--- src/rtl/mips_pkg.sv ---
`default_nettype none
// ============================================================================
// Module : mips_pkg
// Brief  : Shared types and constants for the MIPS boot-loader slice.
//          loader_state_t     - imem_loader FSM state encoding
//          LOADER_LEN_BYTES   - bytes in the big-endian frame length header
// Rev    : 1.0  initial release
// ============================================================================
package mips_pkg;

    typedef enum logic [2:0] {
        LEN_HI = 3'd0,
        LEN_LO = 3'd1,
        DATA   = 3'd2,
        DONE   = 3'd3,
        ERROR  = 3'd4
    } loader_state_t;

    localparam int LOADER_LEN_BYTES = 2;

endpackage
`default_nettype wire

--- src/rtl/imem_loader_word_assembler.sv ---
`default_nettype none
// ============================================================================
// Module : word_assembler
// Brief  : Packs a byte stream into big-endian 32-bit words.
//          clk, reset     - clock, async active-low reset
//          i_accept       - a byte is consumed this cycle
//          i_byte         - the byte being consumed
//          i_clear        - drop any partial word and restart at byte 0
//          o_word         - assembled word (valid with o_word_valid)
//          o_word_valid   - single-cycle pulse on the 4th byte of a word
// Rev    : 1.0  initial release
// ============================================================================
module word_assembler (
    input  logic        clk,
    input  logic        reset,
    input  logic        i_accept,
    input  logic [7:0]  i_byte,
    input  logic        i_clear,
    output logic [31:0] o_word,
    output logic        o_word_valid
);

    logic [23:0] r_shift;
    logic [1:0]  r_cnt;

    always_ff @(posedge clk or negedge reset) begin
        if (!reset) begin
            r_shift <= 24'd0;
            r_cnt   <= 2'd0;
        end else if (i_clear) begin
            r_shift <= 24'd0;
            r_cnt   <= 2'd0;
        end else if (i_accept) begin
            r_shift <= {r_shift[15:0], i_byte};
            r_cnt   <= r_cnt + 2'd1;   // wraps 3 -> 0 at each word boundary
        end
    end

    // The 4th byte is merged combinationally so the owner can register the
    // complete word in the same cycle the byte is accepted.
    assign o_word       = {r_shift, i_byte};
    assign o_word_valid = i_accept && !i_clear && (r_cnt == 2'd3);

endmodule
`default_nettype wire

--- src/rtl/imem_loader.sv ---
`default_nettype none
// ============================================================================
// Module : imem_loader
// Brief  : Boot loader. Receives a length-prefixed byte image, writes it into
//          instruction memory and holds the core in reset until complete.
//          clk, reset            - clock, async active-low reset
//          byte_valid/byte_data  - byte stream in
//          byte_ready            - stream back-pressure (transfer = valid&ready)
//          imem_we/addr/wdata    - registered instruction-memory write port
//          cpu_hold              - active-high core reset, released on done
//          done / error          - terminal status
//          words_loaded          - words written so far
// Rev    : 1.0  initial release
// ============================================================================
module imem_loader
    import mips_pkg::*;
#(
    parameter int DEPTH          = 256,
    parameter int TIMEOUT_CYCLES = 1_000_000
) (
    input  logic        clk,
    input  logic        reset,
    input  logic        byte_valid,
    input  logic [7:0]  byte_data,
    output logic        byte_ready,
    output logic        imem_we,
    output logic [31:0] imem_addr,
    output logic [31:0] imem_wdata,
    output logic        cpu_hold,
    output logic        done,
    output logic        error,
    output logic [15:0] words_loaded
);

    localparam int c_TW = $clog2(TIMEOUT_CYCLES + 1);

    loader_state_t   r_state;
    loader_state_t   w_state_next;
    logic [15:0]     r_len;
    logic [15:0]     r_words;
    logic [c_TW-1:0] r_timeout;
    logic            r_we;
    logic [31:0]     r_addr;
    logic [31:0]     r_wdata;

    logic            w_xfer;
    logic [15:0]     w_len_full;
    logic            w_timed_state;
    logic            w_expire;
    logic            w_last_write;
    logic [31:0]     w_word;
    logic            w_word_valid;

    assign w_xfer        = byte_valid && byte_ready;
    assign w_len_full    = {r_len[15:8], byte_data};
    assign w_timed_state = (r_state == LEN_LO) || (r_state == DATA);
    // Counter about to reach the limit with no transfer arriving; a transfer
    // in the same cycle always wins.
    assign w_expire      = w_timed_state && !w_xfer &&
                           (r_timeout == c_TW'(TIMEOUT_CYCLES - 1));
    assign w_last_write  = r_we && (r_words == (r_len - 16'd1));

    word_assembler u_word_assembler (
        .clk          (clk),
        .reset        (reset),
        .i_accept     (w_xfer && (r_state == DATA)),
        .i_byte       (byte_data),
        .i_clear      (r_state != DATA),
        .o_word       (w_word),
        .o_word_valid (w_word_valid)
    );

    // ---------------- FSM ----------------
    always_ff @(posedge clk or negedge reset) begin
        if (!reset) r_state <= LEN_HI;
        else        r_state <= w_state_next;
    end

    always_comb begin
        w_state_next = r_state;
        case (r_state)
            LEN_HI: if (w_xfer) w_state_next = LEN_LO;
            LEN_LO: begin
                if (w_xfer) begin
                    if (w_len_full == 16'd0)                  w_state_next = DONE;
                    else if ({16'd0, w_len_full} > 32'(DEPTH)) w_state_next = ERROR;
                    else                                       w_state_next = DATA;
                end else if (w_expire) begin
                    w_state_next = ERROR;
                end
            end
            // Leave DATA only after the final word's write strobe has issued.
            DATA: begin
                if (w_last_write)  w_state_next = DONE;
                else if (w_expire) w_state_next = ERROR;
            end
            default: w_state_next = r_state;   // DONE / ERROR are terminal
        endcase
    end

    // ---------------- counters and write port ----------------
    always_ff @(posedge clk or negedge reset) begin
        if (!reset) begin
            r_len     <= 16'd0;
            r_words   <= 16'd0;
            r_timeout <= '0;
            r_we      <= 1'b0;
            r_addr    <= 32'd0;
            r_wdata   <= 32'd0;
        end else begin
            if (w_xfer && (r_state == LEN_HI)) r_len[15:8] <= byte_data;
            if (w_xfer && (r_state == LEN_LO)) r_len[7:0]  <= byte_data;

            if (!w_timed_state || w_xfer) r_timeout <= '0;
            else if (!w_expire)           r_timeout <= r_timeout + c_TW'(1);

            r_we <= w_word_valid;
            if (w_word_valid) begin
                r_addr  <= {14'd0, r_words, 2'b00};
                r_wdata <= w_word;
            end

            if (r_we) r_words <= r_words + 16'd1;
        end
    end

    assign byte_ready   = (r_state != DONE);
    assign cpu_hold     = (r_state != DONE);
    assign done         = (r_state == DONE);
    assign error        = (r_state == ERROR);
    assign imem_we      = r_we;
    assign imem_addr    = r_addr;
    assign imem_wdata   = r_wdata;
    assign words_loaded = r_words;

endmodule
`default_nettype wire
--- config.mk ---
export PLATFORM = sky130hd
export DESIGN_NAME = imem_loader
export DESIGN_NICKNAME = d
export VERILOG_FILES = /design/src/rtl/mips_pkg.sv /design/src/rtl/imem_loader_word_assembler.sv /design/src/rtl/imem_loader.sv
export SDC_FILE = /design/constraint.sdc
export NUM_CORES = 1
export LEC_CHECK = 0
export ABC_AREA = 0
export CORE_MARGIN = 4
export CORE_UTILIZATION = 40
export CTS_BUF_LIST = sky130_fd_sc_hd__clkbuf_8
export DETAILED_ROUTE_END_ITERATION = 16
export GPL_TIMING_DRIVEN = 0
export PLACE_DENSITY = 0.64
export REMOVE_ABC_BUFFERS = 1
export SLEW_MARGIN = 20
export SYNTH_ARGS = -nofsm -noshare
export SYNTH_HDL_FRONTEND = slang
export SYNTH_SLANG_ARGS = --single-unit
--- constraint.sdc ---
create_clock -name clk -period 5.1 [get_ports clk]
set_clock_uncertainty 0.05 [all_clocks]
set_input_delay 1.02 -clock clk [delete_from_list [all_inputs] [get_ports clk]]
set_output_delay 1.02 -clock clk [all_outputs]
set_load 0.05 [all_outputs]
## Word-level counts from Yosys, hierarchy flattened

Index checks and enable logic that the tools add are counted.

- Add/sub/neg operators: 4
- $lt $le $gt $ge: 1
- Muxes and demuxes: 13
- Reductions and logical operators: 19
- Eq/ne operators: 11

Operator list:

| kind | count |
|---|---|
| two-way mux 24 bit | 2 |
| two-way mux 20 bit | 2 |
| adder 20 x 1 -> 20 bit, second input constant | 1 |
| equality test 20 bit, second input constant | 1 |
| two-way mux 3 bit | 6 |
| adder 16 x 1 -> 16 bit, second input constant | 1 |
| equality test 16 bit | 1 |
| > comparator 16 x 9 -> 1 bit, second input constant | 1 |
| logical NOT 16 bit | 1 |
| subtractor 16 x 1 -> 16 bit, second input constant | 1 |
| logical AND 1 bit | 9 |
| one-hot mux 3 bit (3 select lines) | 1 |
| equality test 3 x 2 -> 1 bit, second input constant | 2 |
| inequality test 3 x 2 -> 1 bit, second input constant | 2 |
| two-way mux 2 bit | 2 |
| equality test 3 x 1 -> 1 bit, second input constant | 1 |
| equality test 3 bit, second input constant | 1 |
| logical NOT 1 bit | 3 |
| logical NOT 3 bit | 1 |
| nonzero test 3 bit | 1 |
| adder 2 x 1 -> 2 bit, second input constant | 1 |
| equality test 2 bit, second input constant | 1 |
| logical OR 1 bit | 2 |
| inequality test 2 x 1 -> 1 bit, second input constant | 1 |
| other kinds (3) | 3 |

- Input port bits: 11
- Register bits: 130
- Output and inout bits: 85

## Longest topological paths before layout

Gate-level depths: netlist (run 1).

- Depth in word-level cells: 8
- Gate-level depth with buffers: 9

## Hierarchy

From an unflattened synthesis (run 1), not the netlist that was laid out.

- Cell total of the unflattened synthesis: 533
- Area total of the unflattened synthesis: 6145.9 sq um

Modules (own cells, without submodules):

| module | sequential area each (sq um) | area an instance (sq um) | instances | cells an instance |
|---|---|---|---|---|
| imem_loader | 2602.5 | 4989.8 | 1 | 438 |
| word_assembler | 650.6 | 1156.1 | 1 | 95 |

## Worst setup path before layout (run 1)

No wires, ideal clock.

- Path type: register to output
- Start: register r_state[0]
- End: output error
- Cell stages (with the launch flop): 3
- Setup slack: 2.320 ns
- Data arrival time: 1.710 ns
- Required time: 4.030 ns
- Path buffers: 1
- Path through: dfrtp_1 clkbuf_1 nor3b_1

- Cells in the longest elaborated chain, start to end: 1

Ends and longest elaborated chain:

| what | line | RTL |
|---|---|---|
| start, declared | imem_loader.sv:37 | `loader_state_t r_state;` |
| start signal, assigned | imem_loader.sv:76 | `else r_state <= w_state_next;` |
| equality test 3 bit | imem_loader.sv:130 | `assign error = (r_state == ERROR);` |
| end, declared | imem_loader.sv:31 | `output logic error,` |

Every way passes these cells.

## Worst setup path in the final report (run 1)

- Start: register r_state[0]
- End: output done

- Cells in the longest elaborated chain, start to end: 1

Ends and longest elaborated chain:

| what | line | RTL |
|---|---|---|
| equality test 3 x 2 -> 1 bit | imem_loader.sv:129 | `assign done = (r_state == DONE);` |
| end, declared | imem_loader.sv:30 | `output logic done,` |

Every way passes these cells.

==> results of run 1 <==
-- layout make-up --
cell class | count | area, um2
Inverter | 3 | 11.3
Multi-Input combinational cell | 352 | 2580
Sequential cell | 130 | 3250
Timing Repair Buffer | 82 | 858
Tap cell | 184 | 230
Clock inverter | 14 | 150
Fill cell | 1331 | 7320
Clock buffer | 17 | 234
-- per-layer routing --
| metal | share of wire | routed length [um] | up-vias |
|---|---|---|---|
| li1 | - | - | 1888 |
| met4 | 0.015 | 186 | 0 |
| met3 | 0.047 | 575 | 15 |
| met1 | 0.46 | 5710 | 1992 |
| met5 | 0 | 0 | - |
| met2 | 0.47 | 5860 | 92 |
-- worst max-delay path by stage --
stage	slack, ns	to	cells past startpoint
floorplan	1.23	imem_addr[10]	3
global placement	-2.06	imem_we	1
detailed placement	1.89	imem_addr[15]	6
CTS	1.93	done	3
global route	1.82	error	2
finish	1.98	done	3
-- layout by cell type (no fill, tap or decap), types with 4 or more instances in the layout --
cell type,n
a21oi_1,7
and3_1,10
clkbuf_8,17
clkdlybuf4s50_1,77
clkinv_2,5
conb_1,16
dfrtp_1,130
ha_1,4
inv_1,6
mux2_2,61
mux2i_1,30
nand2_1,22
nand3_1,19
nand3b_1,4
nand4_1,9
nor2_1,61
nor3_1,7
nor4_1,5
o21ai_0,6
xnor2_1,25
xor2_1,28
-- power breakdown --
part / total, W / internal [W] / switching [W]
Clock: 0.000854 / 0.000470 / 0.000383
Sequential: 0.00103 / 0.00103 / 0
Combinational: 0.0000764 / 0.0000163 / 0.0000602
Total: 0.00196 / 0.00152 / 0.000443
-- flip-flops by register name, indices dropped and copies added (netlist names) --
name                      flops
imem_addr                    16
imem_wdata                   32
imem_we                       1
r_len                        16
r_state                       3
r_timeout                    20
u_word_assembler.r_cnt        2
u_word_assembler.r_shift     24
words_loaded                 16
-- metrics by stage --
stage / setup TNS (ns) / instance area [um2] / setup slack (ns) / utilization
6_report: 0 / 7320 / 1.98 / 0.500
5_1_grt: 0 / 7320 / 1.82 / 0.500
4_1_cts: 0 / 7320 / 1.93 / 0.500
3_5_place_dp: 0 / 6940 / 1.89 / 0.474
3_3_place_gp: -349.33 / 6860 / -2.06 / 0.469
2_1_floorplan: 0 / 5840 / 1.23 / -
-- critical path, cell delays in order, from the launching register on --
cell and delay, ns:
dfrtp_1 0.52, nand3b_1 0.22, inv_1 0.09, clkdlybuf4s50_1 0.79
-- cell families (layout without fill, tap and decap cells) --
| logic type | Yosys count | after routing | synth area share |
|---|---|---|---|
| simple gates | 158 | 158 | 0.134 |
| flops | 130 | 130 | 0.541 |
| mux | 94 | 94 | 0.170 |
| xor+xnor | 53 | 53 | 0.0772 |
| buf+inv | 45 | 116 | 0.0403 |
| compound gates | 27 | 27 | 0.0289 |
| fa+ha+maj | 4 | 4 | 0.00832 |
| other cells | 1 | 16 | 0.000623 |
==> results.cfg, run 1 <==
[run_status]
status = complete, no violations

[clock_tree]
cts_root_buffer = clkbuf_8
ctsResizeCount = 0
cts_buffers = 17
cts.clk_slew.worst_paths_ns = 0.07
cts_setup_buffers = 0
clk_path_buf_depth = 2
cts.sinks = 130
clk_latency_ns = 0.43
h-tree-depth = 4
postCtsHoldBufs = 0
cts_tree = done

[placement]
io_buffers = 79
dp_cells = 751
dp_hpwl_mm = 8.58
place.gp.congestion = 0.777

[layout]
layout.cells.non_filler = 782
area_growth_pct = 21.7
nets = 601
diodes = 0
layout-drive-gt1-share = 0.172

[setup_path]
r2r_cells = 4
setup.worst_path.start = r_state[0]
arrival_ns = 2.05
r2r-end = imem_addr[15]
worstSetupPathType = flip-flop to output pin
reg2reg_from = r_state[0]
required_ns = 4.03
cp-end-kind = output pin
r2r_setup_slack_ns = 2.24
path_max_fanout = 10
startpoint_type = flip-flop

[synthesis]
post-synth-top-area-cell = dfrtp_1
synthCells = 512
ys_top_cells_by_area = dfrtp_1, mux2_2, mux2i_1
synth.most_common_cell = dfrtp_1
avgSynthCellArea_um2 = 11.7
synth_common_cells = dfrtp_1, nor2_1, mux2_2
synth_top_area_frac = 0.541
synth_edf_count = 0
synth_ff_type = dfrtp_1
synth_cell_types = 48
async_reset_ff_frac = 1.00
syn_area_um2 = 6020
yosysSeqAreaShare = 0.541
synth_seq_cells = 130
synth_warnings = 0

[timing]
hold_viol = 0
finalSetupViolCount = 0
slew_headroom = 0.480
fmaxAchievable_mhz = 320
slew_viol_final = 0
worst_pin_slew_ns = 0.777
finalCritPeriodShare = 0.612
period_needed_ns = 3.12
rsz0062_at_grt = no
hold_slack_ns = 0.438

[power]
peakVddDrop_mv = 0.141
p_leak_nw = 3.39
p_total_w = 0.00196
power_density_nw_per_um2 = 268

[grt]
gr-total-overflow = 0
busiest_layer = met2
track_usage = 0.155
grt_first_pass_wirelength_mm = 20.8
antenna_found_initial = 0
grt.met1_usage = 0.211
grt_pass1_vias = 4062
use_met2 = 0.238
globalRouteMet3Util = 0.0455
grt_max_degree = 73

[routing]
vias = 3987
wl_mm = 12.3
viasPerCell = 5.10
drt_iter0_markers = 156
dr.pass1.iters = 4
post_drt_wl_per_cell_um = 15.8
drtAntennaViolNets = 0
drc = 0

[floorplan]
fp.coreArea_um2 = 14600
die_y_um = 131
dieArea_um2 = 17100
pin_count = 96
rows = 44
chipWidth_um = 131
initial_core_util = 0.411

[min_path]
whs_endpoint = imem_addr[14]
holdPathStages = 1
hp-class = flip-flop to flip-flop
min_from = imem_addr[14]

[job]
drv_cap = 0
No activity file was read; power rests on OpenSTA's default activity.
==> inputs of run 2 (changes only) <==
PLACE_DENSITY = 0.67   (was 0.64)
clock period = 2.6 ns   (was 5.1 ns; I/O delays follow)
==> run 2 against run 1 <==
Clock power rose by 120%. Combinational power grew 95%. Flip-flop and latch count stayed put. Non-clock buffer count grew 2. Critical path type is now flip-flop to flip-flop. Highest routed layer unchanged.
==> results.cfg, run 2 (synthesis results as in run 1) <==
[run_status]
status = complete, no violations

[min_path]
hp-class = flip-flop to flip-flop

[setup_path]
cp_slowest_cell = or3b_2
r2r_cells = 3
reg2reg_from = r_state[0]
cpLargestDelayFamily = simple AND/OR/NAND/NOR gates
setup.worst_path.start = r_state[0]
arrival_ns = 2.74
path_max_fanout = 30
worst-path-buf-inv = 0
worstSetupPathType = flip-flop to flip-flop
endpoint = imem_wdata[13]
max_stage_delay_ns = 0.83
startpoint_type = flip-flop
path_cells = or3b_2, nor2_2, mux2_2
cp.depth = 3
r2r_setup_slack_ns = 0.13
r2r-end = imem_wdata[13]
cp-end-kind = flip-flop
required_ns = 2.87

[grt]
grt_max_degree = 91
gr-total-overflow = 0
antenna_found_initial = 0
grt_first_pass_wirelength_mm = 20.5
grt_pass1_vias = 4109
track_usage = 0.153

[layout]
most-common-layout-cells = dfrtp_1, clkdlybuf4s50_1, mux2_2
largest_reg_flops = 32
seq_area_um2 = 3250
multi_input_area_um2 = 2590
diodes = 0
area_growth_pct = 23.1
fillerInstances = 1351
nets = 604
layout-drive-gt1-share = 0.181
postLayoutCellArea_um2 = 7410
layout_commonest_cell = dfrtp_1

[power]
p_leak_nw = 3.46
p_total_w = 0.00404
peakVddDrop_mv = 0.316
power_density_nw_per_um2 = 546

[clock_tree]
cts_root_buffer = clkbuf_8
cts_tree = done
clk_path_buf_depth = 2
cts.sinks = 130
h-tree-depth = 4
cts.clk_slew.worst_paths_ns = 0.07
cts_buffers = 17
clk_latency_ns = 0.44

[timing]
slew_headroom = 0.469
finalCritPeriodShare = 0.949
slew_viol_final = 0
hold_slack_ns = 0.442
period_needed_ns = 2.47
finalSetupViolCount = 0
hold_viol = 0
fmaxAchievable_mhz = 405
rsz0062_at_grt = no
worst_pin_slew_ns = 0.789

[routing]
post_drt_wl_per_cell_um = 15.6
vias = 4025
viasPerCell = 5.12
wl_mm = 12.2
drc = 0
drtAntennaViolNets = 0
drt_iter0_markers = 215
dr.pass1.iters = 4

[floorplan]
fp.coreArea_um2 = 14600
chipWidth_um = 131
initial_core_util = 0.411
die_y_um = 131
dieArea_um2 = 17100
pin_count = 96
rows = 44

[placement]
place.gp.congestion = 0.783
io_buffers = 79
dp_hpwl_mm = 8.44
post_dp_cell_area_um2 = 6940

[job]
drv_cap = 0
==> run 2: layout make-up <==
class / instances / area share
Clock buffer: 23 / 0.0427
Multi-Input combinational cell: 353 / 0.350
Clock inverter: 9 / 0.0171
Inverter: 3 / 0.00152
Timing Repair Buffer: 84 / 0.119
Sequential cell: 130 / 0.439
Tap cell: 184 / 0.0311
==> run 2: how the worst min path moves through the flow <==
| stage | depth (start not counted) | start | to | slack [ns] |
|---|---|---|---|---|
| 2_1_floorplan | 0 | reset | imem_addr[10] | 0.17 |
| 3_3_place_gp | 1 | imem_addr[12] | imem_addr[12] | 0.42 |
| 4_1_cts | 1 | imem_addr[12] | imem_addr[12] | 0.45 |
| 3_5_place_dp | 1 | reset | imem_wdata[15] | 0.37 |
| 5_1_grt | 1 | imem_addr[14] | imem_addr[14] | 0.47 |
| 6_report | 1 | imem_addr[12] | imem_addr[12] | 0.44 |
==> run 2: per-layer routing <==
| metal | vias up | GRT usage | share of wire |
|---|---|---|---|
| met5 | - | 0 | 0 |
| met4 | 0 | 0.0557 | 0.016 |
| met3 | 17 | 0.0447 | 0.039 |
| met2 | 88 | 0.241 | 0.49 |
| met1 | 2031 | 0.202 | 0.45 |
| li1 | 1889 | - | - |
==> run 2: through the flow <==
stage	worst slack (ns)	util	setup TNS [ns]	cells
finish	0.132	0.506	0	786
global placement	-4.02	0.469	-731.48	748
global route	0.0271	0.506	0	786
CTS	0.0140	0.505	0	786
detailed placement	-0.257	0.474	-6.77	751
floorplan	-1.27	-	-61.74	485
==> run 2: power by group <==
group | switching [W] | internal, W | total [W] | leakage, nW
clock network | 0.000777 | 0.00110 | 0.00187 | 0.221
logic | 0.000116 | 0.0000328 | 0.000149 | 1.44
registers | 0 | 0.00202 | 0.00202 | 1.80
total | 0.000893 | 0.00315 | 0.00404 | 3.46
==> run 2: worst register-to-register path, cell delays in order (launching register included) <==
cell and delay, ns:
dfrtp_1 0.48, or3b_2 0.83, nor2_2 0.60, mux2_2 0.40
==> run 2: what timing repair did <==
item	4_1_cts	5_1_grt
endpoints found under the setup margin	50	9
gates cloned	1	0
endpoints found under the hold margin	40	0
resized for setup	2	3
pin swaps	1	1
hold buffers	1	0
setup buffers	1	0
